File: config.mk
export PLATFORM = sky130hd
export DESIGN_NAME = interface_dht11
export DESIGN_NICKNAME = d
export VERILOG_FILES = /design/src/rtl/interface_dht11_pkg.sv /design/src/rtl/interface_dht11_uart_rx.sv /design/src/rtl/interface_dht11.sv
export SDC_FILE = /design/constraint.sdc
export NUM_CORES = 1
export LEC_CHECK = 0
export ABC_AREA = 1
export ABC_CLOCK_PERIOD_IN_PS = 2100
export CORE_ASPECT_RATIO = 1.1
export CORE_MARGIN = 1.5
export CORE_UTILIZATION = 35
export CTS_BUF_LIST = sky130_fd_sc_hd__clkbuf_8
export DETAILED_ROUTE_END_ITERATION = 12
export HOLD_SLACK_MARGIN = 0.05
export PLACE_DENSITY = 0.52
export RECOVER_POWER = 100
export SYNTH_ARGS = -nofsm -noshare
export SYNTH_HDL_FRONTEND = slang
export SYNTH_SLANG_ARGS = --single-unit
File: constraint.sdc
create_clock -name clock -period 2.1 [get_ports clock]
set_input_delay 0.525 -clock clock [delete_from_list [all_inputs] [get_ports clock]]
set_output_delay 0.525 -clock clock [all_outputs]
set_load 0.005 [all_outputs]
File: src/rtl/interface_dht11_pkg.sv
// -----------------------------------------------------------------------------
// interface_dht11_pkg
// Shared definitions for the DHT11 bridge interface:
//   - default clock / baud / trigger / timeout constants
//   - main FSM and UART receiver state encodings (visible on the debug ports)
//   - parity type of the serial link and a parity check helper
// -----------------------------------------------------------------------------
package interface_dht11_pkg;

  localparam int DEFAULT_CLK_FREQ       = 50_000_000;
  localparam int DEFAULT_BAUD           = 9600;
  localparam int DEFAULT_TRIGGER_CYCLES = 500;
  localparam int DEFAULT_TIMEOUT_CYCLES = 2_500_000;

  // Main FSM; the numeric codes are exported on db_estado.
  typedef enum logic [3:0] {
    ST_IDLE        = 4'd0,
    ST_DISPARA     = 4'd1,
    ST_ESPERA_BYTE = 4'd2,
    ST_ARMAZENA    = 4'd3,
    ST_PRONTO      = 4'd4,
    ST_ERRO        = 4'd5
  } main_state_t;

  // UART receiver FSM; the numeric codes are exported on db_estado_recepcao_medida.
  typedef enum logic [3:0] {
    RX_IDLE   = 4'd0,
    RX_START  = 4'd1,
    RX_DATA   = 4'd2,
    RX_PARITY = 4'd3,
    RX_STOP   = 4'd4
  } rx_state_t;

  // The enum value is the required XOR of data bits plus parity bit.
  typedef enum logic {
    PARITY_EVEN = 1'b0,
    PARITY_ODD  = 1'b1
  } parity_t;

  localparam parity_t LINK_PARITY = PARITY_ODD;

  // Shadow register indices, in the order the sensor bridge sends the bytes.
  localparam int IDX_HUM_INT  = 0;
  localparam int IDX_HUM_DEC  = 1;
  localparam int IDX_TEMP_INT = 2;
  localparam int IDX_TEMP_DEC = 3;

  function automatic logic parity_ok(input logic [7:0] data, input logic par,
                                     input parity_t kind);
    return (^{data, par}) == logic'(kind);
  endfunction

endpackage

File: src/rtl/interface_dht11_uart_rx.sv
// -----------------------------------------------------------------------------
// uart_rx_8o1
// 8 data bits, odd parity, 1 stop bit UART receiver.
// Ports:
//   clk_i         system clock, rising edge
//   rst_ni        asynchronous active-low reset
//   rx_i          serial line, idle high (asynchronous to clk_i)
//   data_o        last correctly received byte (held until the next one)
//   byte_valid_o  one-cycle pulse: byte received with good parity and stop bit
//   erro_o        one-cycle pulse: parity error or stop bit read as 0
//   state_o       receiver state code (debug)
// -----------------------------------------------------------------------------
module uart_rx_8o1
  import interface_dht11_pkg::*;
#(
  parameter int CLK_FREQ = DEFAULT_CLK_FREQ,
  parameter int BAUD     = DEFAULT_BAUD
) (
  input  logic       clk_i,
  input  logic       rst_ni,
  input  logic       rx_i,
  output logic [7:0] data_o,
  output logic       byte_valid_o,
  output logic       erro_o,
  output logic [3:0] state_o
);

  localparam int BIT_CYC  = CLK_FREQ / BAUD;
  localparam int HALF_CYC = BIT_CYC / 2;
  localparam int CNT_W    = $clog2(BIT_CYC + 1);
  localparam logic [CNT_W-1:0] BIT_LAST  = CNT_W'(BIT_CYC - 1);
  localparam logic [CNT_W-1:0] HALF_LAST = CNT_W'(HALF_CYC - 1);

  // Synchronizer flops reset to 1 so the line reads idle during reset.
  logic rx_meta_q, rx_sync_q, rx_prev_q;

  rx_state_t        state_q, state_d;
  logic [CNT_W-1:0] cnt_q, cnt_d;
  logic [2:0]       bit_idx_q, bit_idx_d;
  logic [7:0]       shift_q, shift_d;
  logic             par_q, par_d;
  logic [7:0]       data_q, data_d;
  logic             valid_q, valid_d;
  logic             erro_q, erro_d;

  always_ff @(posedge clk_i or negedge rst_ni) begin
    if (!rst_ni) begin
      rx_meta_q <= 1'b1;
      rx_sync_q <= 1'b1;
      rx_prev_q <= 1'b1;
      state_q   <= RX_IDLE;
      cnt_q     <= '0;
      bit_idx_q <= '0;
      shift_q   <= '0;
      par_q     <= 1'b0;
      data_q    <= '0;
      valid_q   <= 1'b0;
      erro_q    <= 1'b0;
    end else begin
      rx_meta_q <= rx_i;
      rx_sync_q <= rx_meta_q;
      rx_prev_q <= rx_sync_q;
      state_q   <= state_d;
      cnt_q     <= cnt_d;
      bit_idx_q <= bit_idx_d;
      shift_q   <= shift_d;
      par_q     <= par_d;
      data_q    <= data_d;
      valid_q   <= valid_d;
      erro_q    <= erro_d;
    end
  end

  always_comb begin
    state_d   = state_q;
    cnt_d     = cnt_q;
    bit_idx_d = bit_idx_q;
    shift_d   = shift_q;
    par_d     = par_q;
    data_d    = data_q;
    valid_d   = 1'b0;
    erro_d    = 1'b0;

    unique case (state_q)
      RX_IDLE: begin
        if (rx_prev_q && !rx_sync_q) begin
          state_d = RX_START;
          cnt_d   = '0;
        end
      end

      // Re-check the start bit half a bit later; a high line means it was a glitch.
      RX_START: begin
        if (cnt_q == HALF_LAST) begin
          cnt_d     = '0;
          bit_idx_d = '0;
          state_d   = rx_sync_q ? RX_IDLE : RX_DATA;
        end else begin
          cnt_d = cnt_q + 1'b1;
        end
      end

      // From here every sample lands one full bit period later, i.e. mid-bit.
      RX_DATA: begin
        if (cnt_q == BIT_LAST) begin
          cnt_d   = '0;
          shift_d = {rx_sync_q, shift_q[7:1]};  // LSB first
          if (bit_idx_q == 3'd7) begin
            state_d = RX_PARITY;
          end else begin
            bit_idx_d = bit_idx_q + 3'd1;
          end
        end else begin
          cnt_d = cnt_q + 1'b1;
        end
      end

      RX_PARITY: begin
        if (cnt_q == BIT_LAST) begin
          cnt_d   = '0;
          par_d   = rx_sync_q;
          state_d = RX_STOP;
        end else begin
          cnt_d = cnt_q + 1'b1;
        end
      end

      // Back to idle at the stop-bit midpoint so the next start edge is not missed.
      RX_STOP: begin
        if (cnt_q == BIT_LAST) begin
          cnt_d   = '0;
          state_d = RX_IDLE;
          if (rx_sync_q && parity_ok(shift_q, par_q, LINK_PARITY)) begin
            valid_d = 1'b1;
            data_d  = shift_q;
          end else begin
            erro_d = 1'b1;
          end
        end else begin
          cnt_d = cnt_q + 1'b1;
        end
      end

      default: state_d = RX_IDLE;
    endcase
  end

  assign data_o       = data_q;
  assign byte_valid_o = valid_q;
  assign erro_o       = erro_q;
  assign state_o      = state_q;

endmodule

File: src/rtl/interface_dht11.sv
// -----------------------------------------------------------------------------
// interface_dht11
// Triggers an external DHT11 bridge, receives its 4-byte answer over an 8O1
// UART and publishes humidity / temperature.
// Ports:
//   clock                      system clock, rising edge
//   reset                      asynchronous active-low reset
//   medir_dht11                measurement request (level, honoured in IDLE)
//   rx_serial                  UART line from the bridge, idle high
//   pronto_medida              one-cycle pulse: new measurement on the outputs
//   temeperatura_out           {temperature integer, temperature decimal}
//   umidade_out                {humidity integer, humidity decimal}
//   medir_out                  trigger to the bridge, high TRIGGER_CYCLES cycles
//   db_estado                  main FSM state code
//   db_estado_recepcao_medida  UART receiver state code
// -----------------------------------------------------------------------------
module interface_dht11
  import interface_dht11_pkg::*;
#(
  parameter int CLK_FREQ       = DEFAULT_CLK_FREQ,
  parameter int BAUD           = DEFAULT_BAUD,
  parameter int TRIGGER_CYCLES = DEFAULT_TRIGGER_CYCLES,
  parameter int TIMEOUT_CYCLES = DEFAULT_TIMEOUT_CYCLES
) (
  input  logic        clock,
  input  logic        reset,
  input  logic        medir_dht11,
  input  logic        rx_serial,
  output logic        pronto_medida,
  output logic [15:0] temeperatura_out,
  output logic [15:0] umidade_out,
  output logic        medir_out,
  output logic [3:0]  db_estado,
  output logic [3:0]  db_estado_recepcao_medida
);

  localparam int TRIG_W = $clog2(TRIGGER_CYCLES + 1);
  localparam int TMO_W  = $clog2(TIMEOUT_CYCLES + 2);
  localparam logic [TRIG_W-1:0] TRIG_LAST = TRIG_W'(TRIGGER_CYCLES - 1);
  localparam logic [TMO_W-1:0]  TMO_LIMIT = TMO_W'(TIMEOUT_CYCLES);

  logic [7:0] rx_data;
  logic       rx_valid;
  logic       rx_erro;

  uart_rx_8o1 #(
    .CLK_FREQ (CLK_FREQ),
    .BAUD     (BAUD)
  ) u_rx (
    .clk_i        (clock),
    .rst_ni       (reset),
    .rx_i         (rx_serial),
    .data_o       (rx_data),
    .byte_valid_o (rx_valid),
    .erro_o       (rx_erro),
    .state_o      (db_estado_recepcao_medida)
  );

  main_state_t       state_q, state_d;
  logic [TRIG_W-1:0] trig_q, trig_d;
  logic [TMO_W-1:0]  tmo_q, tmo_d;
  logic [1:0]        idx_q, idx_d;
  logic              medir_q;
  logic [15:0]       umid_q, temp_q;

  // ---------------------------------------------------------------------------
  // Main FSM
  // ---------------------------------------------------------------------------
  always_ff @(posedge clock or negedge reset) begin
    if (!reset) begin
      state_q <= ST_IDLE;
      trig_q  <= '0;
      tmo_q   <= '0;
      idx_q   <= '0;
      medir_q <= 1'b0;
    end else begin
      state_q <= state_d;
      trig_q  <= trig_d;
      tmo_q   <= tmo_d;
      idx_q   <= idx_d;
      // Registered from the next state so the trigger is glitch-free and
      // still high for exactly as many cycles as DISPARA lasts.
      medir_q <= (state_d == ST_DISPARA);
    end
  end

  always_comb begin
    state_d = state_q;
    trig_d  = trig_q;
    tmo_d   = tmo_q;
    idx_d   = idx_q;

    unique case (state_q)
      ST_IDLE: begin
        if (medir_dht11) begin
          state_d = ST_DISPARA;
          trig_d  = '0;
        end
      end

      ST_DISPARA: begin
        if (trig_q == TRIG_LAST) begin
          state_d = ST_ESPERA_BYTE;
          idx_d   = '0;
          tmo_d   = '0;
        end else begin
          trig_d = trig_q + 1'b1;
        end
      end

      // The timeout bounds the whole frame, so it keeps running across bytes.
      ST_ESPERA_BYTE: begin
        tmo_d = tmo_q + 1'b1;
        if (rx_erro) begin
          state_d = ST_ERRO;
        end else if (rx_valid) begin
          state_d = ST_ARMAZENA;
        end else if (tmo_q >= TMO_LIMIT) begin
          state_d = ST_ERRO;
        end
      end

      ST_ARMAZENA: begin
        tmo_d   = tmo_q + 1'b1;
        idx_d   = idx_q + 2'd1;
        state_d = (idx_q == 2'd3) ? ST_PRONTO : ST_ESPERA_BYTE;
      end

      ST_PRONTO: state_d = ST_IDLE;
      ST_ERRO:   state_d = ST_IDLE;
      default:   state_d = ST_IDLE;
    endcase
  end

  // ---------------------------------------------------------------------------
  // Shadow registers: one per frame byte, written in ARMAZENA by index.
  // shadow_next is the post-write view, so the last byte reaches the outputs
  // on the same edge that stores it.
  // ---------------------------------------------------------------------------
  logic [7:0] shadow_next [4];

  for (genvar gi = 0; gi < 4; gi++) begin : g_shadow
    logic [7:0] byte_q, byte_d;

    always_comb begin
      byte_d = byte_q;
      if (state_q == ST_ARMAZENA && idx_q == 2'(gi)) begin
        byte_d = rx_data;
      end
    end

    always_ff @(posedge clock or negedge reset) begin
      if (!reset) begin
        byte_q <= '0;
      end else begin
        byte_q <= byte_d;
      end
    end

    assign shadow_next[gi] = byte_d;
  end

  // Outputs change only when a complete, error-free frame has been stored.
  always_ff @(posedge clock or negedge reset) begin
    if (!reset) begin
      umid_q <= '0;
      temp_q <= '0;
    end else if (state_q == ST_ARMAZENA && idx_q == 2'd3) begin
      umid_q <= {shadow_next[IDX_HUM_INT], shadow_next[IDX_HUM_DEC]};
      temp_q <= {shadow_next[IDX_TEMP_INT], shadow_next[IDX_TEMP_DEC]};
    end
  end

  assign pronto_medida    = (state_q == ST_PRONTO);
  assign umidade_out      = umid_q;
  assign temeperatura_out = temp_q;
  assign medir_out        = medir_q;
  assign db_estado        = state_q;

endmodule

## Word-level counts from Yosys, hierarchy flattened

Index checks and enable logic that the tools add are counted.

| word-level totals | value |
|---|---|
| register bits after elaboration | 144 |
| input port bits | 4 |
| output and inout bits | 42 |

| operators by class | value |
|---|---|
| add/sub/neg operators | 5 |
| order comparisons | 1 |
| equal/unequal tests | 26 |
| muxes and demuxes | 40 |
| reduce and logical (&&, ||, !) cells | 27 |

Operator list:

| cell | number |
|---|---|
| 2-to-1 mux 4 bit | 11 |
| case mux 22 bit (2 select lines) | 1 |
| 2-to-1 mux 13 bit | 3 |
| case mux 13 bit (3 select lines) | 1 |
| 2-to-1 mux 8 bit | 4 |
| adder 22 x 1 -> 22 bit, second input constant | 1 |
| greater-or-equal comparator 22 bit, second input constant | 1 |
| 2-to-1 mux 22 bit | 1 |
| case mux 4 bit (5 select lines) | 1 |
| 2-to-1 mux 9 bit | 2 |
| case mux 9 bit (2 select lines) | 1 |
| equality test 4 x 2 -> 1 bit, second input constant | 4 |
| case mux 4 bit (4 select lines) | 1 |
| adder 13 x 1 -> 13 bit, second input constant | 1 |
| equality test 13 x 12 -> 1 bit, second input constant | 1 |
| equality test 13 bit, second input constant | 1 |
| equality test 4 x 1 -> 1 bit, second input constant | 3 |
| 2-to-1 mux 3 bit | 4 |
| != test 2 x 1 -> 1 bit, second input constant | 6 |
| AND reduction 2 bit | 5 |
| adder 9 x 1 -> 9 bit, second input constant | 1 |
| equality test 9 bit, second input constant | 1 |
| parity 9 bit | 1 |
| equality test 4 x 3 -> 1 bit, second input constant | 2 |
| 21 further kinds | 41 |

## Logic depth before layout (Yosys ltp)

Gate-level depths: netlist (run 1).

| logic depth | value |
|---|---|
| depth after elaboration | 6 |
| gate-level depth with buffers | 12 |
| mapped depth without buffers | 12 |

## Cells and area by module

From an unflattened synthesis (run 1), not the netlist that was laid out.

| unflattened totals | value |
|---|---|
| cell total of the unflattened synthesis | 836 |
| area total of the unflattened synthesis | 6,792.8 um2 |

By module, submodules not included:

| module | instances | cells each | area an instance (um2) | sequential area each (um2) |
|---|---|---|---|---|
| interface_dht11 | 1 | 539 | 4,519.3 | 2,352.3 |
| uart_rx_8o1 | 1 | 297 | 2,273.4 | 1,029.7 |

## Least setup slack after synthesis (run 1)

Ideal clock, no wire load.

| path | value |
|---|---|
| path type | reg-to-reg |
| start | register trig_q[0] |
| end | register trig_q[7] |
| arrival | 1,486 ps |
| slack | 490 ps |
| cell stages (with the launch flop) | 10 |
| buffers on the path | 1 |
| cells stage by stage | dfrtp_1 ha_1 nand2_1 nor3_4 nand2_1 nand2_1 nand2_2 buf_6 nand4_1 o21ai_1 |

| between the ends | value |
|---|---|
| word-level cells in the longest chain between the ends | 3 |
| elaborated cells between the ends (all ways) | 6 |
| those cells by class | add/sub: 1; eq/ne: 2; mux: 2; reduce/logical: 1 |

RTL lines:

| what | RTL line | RTL |
|---|---|---|
| from (decl) | interface_dht11.sv:60 | `logic [TRIG_W-1:0] trig_q, trig_d;` |
| from (signal assigned) | interface_dht11.sv:78 | `trig_q <= trig_d;` |
| adder 9 x 1 -> 9 bit or equality test 9 bit (tied branches) | interface_dht11.sv:107, interface_dht11.sv:102 |  |
| 2-to-1 mux 9 bit or != test 2 bit (tied branches) | - |  |
| case mux 9 bit (2 select lines) or AND reduction 3 bit (tied branches) | - |  |

Parallel ways exist; a longest one is shown, timed or not. The select of a mux whose other input is x is not followed.
A chain may end at the register's enable or synchronous reset.

## Final worst setup path (run 1)

| path | value |
|---|---|
| start | register u_rx.state_q[2], in the netlist u_rx.state_o[2] |
| end | output db_estado_recepcao_medida[2] |

RTL lines:

| what | RTL line | RTL |
|---|---|---|
| from (decl) | interface_dht11_uart_rx.sv:37 | `rx_state_t state_q, state_d;` |
| from (signal assigned) | interface_dht11_uart_rx.sv:63 | `state_q <= state_d;` |
| to (decl) | interface_dht11.sv:34 | `output logic [3:0] db_estado_recepcao_medida` |

No word-level cell between the ends.

==> run metrics, run 1 <==
Syn-to-layout area delta 15.6%; CTS tree done; Iter 0 DRT Violations between 200 and 300; total number of vias ~5.4k; Final HPWL DP approximately 11000 µm; CP endpoint kind output port; average wire per standard cell roughly 13 µm; NumNets Final between 800 and 900; Final Max Slew Viols 0; clk sinks 135; crit path max-delay cell type clkdlybuf4s50_1; met3 WL post-DR around 360 µm; total grt overflow 0; Ys Warns 0; clk_skew between 10 and 15 ps; slew of the pin with the lowest slew margin 1090 ps; Worst Setup Slack, final roughly 110 ps; Main synth FF type dfrtp_1; library cells used by synthesis 39; Crit Path Class reg2out; register area share after synthesis ~50%; Via density between 4 and 5; Filler Cell Count slightly below 2k; RSZ-0062 raised after global routing false; crit-path cells clkdlybuf4s50_1; All-Layer GR Usage 16.3%; Worst IR Drop VDD around 0.46 mV; max-cap violation count 0; DIE HEIGHT ~150 µm; fin crit share between 90% and 100%; H-tree Lvls 4; arrival time worst endpoint 1470 ps; CP required 1570 ps; Final Hold Fails 0; DIE WIDTH between 100 and 150 µm; router iterations before antenna repair 4; first-pass GRT wire length ~26000 µm; min cycle time layout 1990 ps; TritonCTS buffer count 17; Async SR Flop Fraction 100%; Final GP Congestion a little under 0.9; fmax about 0.50 GHz; Setup violations, final 0; DRT antenna net count 0; Routed WL around 15000 µm; DP Worst Slack a little over 200 ps; Leak 0.00387 µW; share of post-route cells with drive strength above 1 roughly a tenth; M1 wire length 7520 µm; row cnt 53; n_diodes 0; Clock Path Buffers 2; crit path launch type flop; worst r2r src db_estado[3]; Critical Path Source u_rx.state_o[2]; Register Area about 0.0034 mm²; flops & latches, synth approximately 140; Post-route DRC 0; relative slew slack 27.0%; Post-Syn Instances approximately 820; DP Area 0.00752 mm²; die area 0.0202 mm²; Hold Path Class reg2reg; IO buf count 44; clk_lat worst skew 460 ps; EDFF count, synth 0; placed cells between 1k and 1.5k; Multi-input gate area roughly 0.0029 mm²; status finished clean; vias in the first global route roughly 5.3k; Post-Syn Area around 0.0068 mm²; # IOs 46; syn avg cell area roughly 8.3 µm²; hold path startpoint u_rx.rx_meta_q; CP Max Fanout 6; antenna violations before repair 0; Max stage delay on crit path 550 ps; DR top layer met4; Buffers & Inverters on Critical Path 1; clock-pin slew on the worst setup and hold paths roughly 90 ps; WL met2 about 7000 µm; largest net degree at the start of global routing 40; core area 0.0190 mm²; root buffer cell clkbuf_8; Initial Utilization between 30% and 40%; fin area approximately 0.0078 mm²; Final Non-Filler Cells between 1k and 1.5k; Pwr Total between 5000 and 6000 µW; delay-heaviest family, CP buffers and inverters; pwr dens about 720 mW/mm²; setup TNS 0 ps
what timing repair did:
item                       4_1_cts  5_1_grt
resized for setup                2        1
hold endpoints to repair        34        0
setup endpoints to repair        1        8
setup buffers                    0        0
hold buffers                     1        0
cell usage after synthesis (2+ instances only):
cell      number  area share (%)
nand2_1      279              15
dfrtp_1      132              49
inv_1         78             4.3
nand3_1       55             4.1
o21ai_0       33             2.4
nor2_1        32             1.8
o21ai_1       22             1.6
a21oi_1       19             1.4
nand4_1       19             1.8
nor3_1        18             1.3
xor2_1        18             2.3
o21ai_2       12             1.6
ha_1          10             1.8
o22ai_1       10            0.92
inv_2          9            0.50
buf_2          6            0.44
clkbuf_1       6            0.33
nand2_2        6            0.55
buf_6          5            0.83
nand2_4        5            0.83
xnor2_1        5            0.65
buf_4          3            0.33
dfstp_2        3             1.2
nand3_2        3            0.44
nor2_2         3            0.28
nor2_4         3            0.50
nor3_2         3            0.44
nor3_4         3            0.72
o211ai_1       3            0.33
nor2_8         2            0.59
nor4_1         2            0.18
cell families (layout without fill, tap and decap cells):
kind of cell             after synthesis  count (layout)  share of synthesized area (%)
other                                  1               2                         0.0554
buffers and inverters                107             176                           6.76
AND/OR/NAND/NOR                      436             436                           29.6
AO/OA/AOI/OAI                        103             103                           8.85
flip-flops                           135             135                           49.9
adder cells (fa/ha/maj)               10              10                           1.85
XOR/XNOR                              23              23                           2.97
through the flow:
| stage | hold slack [ps] | utilization [%] |
|---|---|---|
| 6_report | 365 | 41.2 |
| 3_3_place_gp | 346 | 39.5 |
| 2_1_floorplan | 229 | - |
| 4_1_cts | 362 | 41.6 |
| 3_5_place_dp | 349 | 39.5 |
| 5_1_grt | 369 | 41.2 |
layout make-up:
type	instances	share of cell area, %
clock buffer	18	3.16
clock inverter	14	1.61
inverter	87	4.17
multi-input combinational	574	36.8
sequential	135	43.2
tap	247	3.95
timing repair buffer	57	7.11
power by group:
group | switching (µW) | total (µW) | internal [µW] | leakage (µW)
registers | 112 | 2810 | 2700 | 0.00186
clock network | 1190 | 2090 | 898 | 0.000184
logic | 520 | 764 | 245 | 0.00183
worst paths after layout:
| path | to | slack (ps) | depth (start not counted) |
|---|---|---|---|
| worst max register to register | umidade_out[2] | 200 | 8 |
| max in group asynchronous | u_rx.shift_q[1] | 300 | 3 |
| worst min register to register | u_rx.rx_sync_q | 360 | 0 |
| worst max-delay path | db_estado_recepcao_medida[2] | 110 | 1 |
| min in group asynchronous | medir_out | 800 | 2 |
| worst min-delay path | u_rx.rx_sync_q | 360 | 0 |
placed cells by master (no fill, tap or decap), drive strengths merged:
master,synthesis,routed
and3,1,1
nor4,2,2
nand4,20,20
dfrtp,132,132
clkinvlp,0,3
xnor2,5,5
conb,1,2
a21oi,21,21
nor2,40,40
a31oi,1,1
nand2,290,290
dlygate4sd2,0,1
xor2,18,18
dfstp,3,3
dlygate4sd3,0,38
clkdlybuf4s50,0,5
o21ai,67,67
clkinv,0,1
nor3,24,24
inv,87,97
nand3,59,59
o211ai,3,3
clkbuf,6,24
o22ai,10,10
buf,14,7
o21bai,1,1
ha,10,10
sequential cells by signal, summed over array words and instances (netlist names), 4 cells and up:
| signal | cells |
|---|---|
| g_shadow.byte_q | 24 |
| tmo_q | 22 |
| temeperatura_out | 16 |
| umidade_out | 16 |
| u_rx.cnt_q | 13 |
| trig_q | 9 |
| u_rx.data_o | 8 |
| u_rx.shift_q | 8 |
| db_estado | 4 |
routing by layer:
layer,vias to the layer above,track usage (%)
li1,2742,-
met1,2539,21.9
met2,68,26.7
met3,12,3.16
met4,0,5.00
met5,-,0
No activity file was read; power rests on OpenSTA's default activity.
==> inputs of run 2 (changes only) <==
Settings changed: PLACE_DENSITY 0.52 to unset.
==> run metrics, run 2 (same netlist as run 1, synthesis figures left out) <==
status finished clean; max-cap violation count 0; most common cell after layout, fill and taps aside nand2_1; die area 0.0202 mm²; slew of the pin with the lowest slew margin between 1000 and 1500 ps; TritonCTS buffer count 17; clk sinks about 140; max reg flops 24; worst r2r src db_estado[3]; Clock Path Buffers 2; delay-heaviest family, CP buffers and inverters; crit-path cells clkdlybuf4s50_1; Routed WL approximately 15000 µm; Iter 0 DRT Violations roughly 340; clock-pin slew on the worst setup and hold paths about 80 ps; average wire per standard cell around 13 µm; DIE HEIGHT roughly 150 µm; Hold Path Class reg2reg; CP required roughly 1600 ps; min cycle time layout 1990 ps; DIE WIDTH 136 µm; Leak a little under 0.004 µW; largest net degree at the start of global routing 41; relative slew slack approximately 28%; Setup violations, final 0; Post-CTS Setup Bufs 0; Multi-input gate area slightly below 0.003 mm²; Largest regs g_shadow.byte_q x24, tmo_q x22; post-layout util a little over two fifths; root buffer cell clkbuf_8; Final Hold Fails 0; register name with the most flops g_shadow.byte_q; CP Max Fanout 6; arrival time worst endpoint ~1500 ps; H-tree Lvls 4; setup TNS 0 ps; total number of vias between 5k and 6k; Max stage delay on crit path between 500 and 600 ps; vias in the first global route 5066; fin crit share 94.7%; RSZ-0062 raised after global routing false; IO buf count between 40 and 50; Filler Cell Count between 1.5k and 2k; All-Layer GR Usage between 15 and 20%; Syn-to-layout area delta 17.5%; Final Max Slew Viols 0; NumNets Final between 800 and 900; share of post-route cells with drive strength above 1 roughly a tenth; router iterations before antenna repair 5; antenna violations before repair 0; most frequent cells in the layout nand2_1 (280), dfrtp_1 (132), inv_1 (79); Buffers & Inverters on Critical Path 1; Via density 4.72; crit path launch type flop; CTS tree done; clk_lat worst skew roughly 440 ps; hold path startpoint u_rx.rx_meta_q; DRT antenna net count 0; n_diodes 0; # IOs 46; Pwr Total between 6000 and 7000 µW; Critical Path Source u_rx.state_o[2]; total grt overflow 0; Final HPWL DP around 10000 µm; Worst IR Drop VDD around 0.5 mV; clk_skew 15.5 ps; first-pass GRT wire length roughly 25000 µm; Register Area around 0.0034 mm²; pwr dens between 700 and 800 mW/mm²; Crit Path Class reg2out; Initial Utilization a little over a third; CP endpoint kind output port; Final GP Congestion just under 0.9; row cnt 53; Post-route DRC 0; crit path max-delay cell type clkdlybuf4s50_1; fmax between 0.5 and 0.6 GHz; core area 0.0190 mm²
## run 2: layout make-up
type	instances	area share [%]
tap	247	3.88
clock buffer	18	3.11
clock inverter	14	3.07
timing repair buffer	54	6.90
multi-input combinational	574	36.4
sequential	135	42.5
inverter	87	4.10
## run 2: worst paths after layout
check,end,slack [ps],cells past startpoint
hold reg to reg,u_rx.rx_sync_q,370,0
min in group asynchronous,trig_q[3],820,2
hold / removal,u_rx.rx_sync_q,370,0
max in group asynchronous,umidade_out[14],290,3
setup reg to reg,umidade_out[3],210,8
setup / recovery,db_estado_recepcao_medida[2],110,1
## run 2: through the flow
stage | cells | hold WS, ps | area, µm² | setup WS (ps)
2_1_floorplan | 816 | 229 | 6780 | 490
3_3_place_gp | 1096 | 350 | 7500 | 259
3_5_place_dp | 1096 | 350 | 7500 | 196
4_1_cts | 1129 | 363 | 8000 | 73.1
5_1_grt | 1129 | 371 | 7960 | 28.8
6_report | 1129 | 367 | 7960 | 111
## run 2: metal layers
metal / wire [µm] / vias to the layer above / track usage [%] / part of all wire, %
met4: 133 / 0 / 4.41 / 0.91
met1: 6950 / 2500 / 20.8 / 47
met5: 0 / - / 0 / 0
met2: 7040 / 87 / 24.7 / 48
met3: 540 / 10 / 3.84 / 3.7
li1: - / 2737 / - / -
## run 2: report_power, final
group,switching (µW),internal [µW]
Sequential,117,2700
Clock,1060,1580
Combinational,508,245
## run 2: repair_timing
item | CTS | global route
pin swaps | 0 | 0
endpoints found under the hold margin | 34 | 0
setup endpoints to repair | 1 | 5
hold buffers | 1 | 0
gates resized for setup | 2 | 2
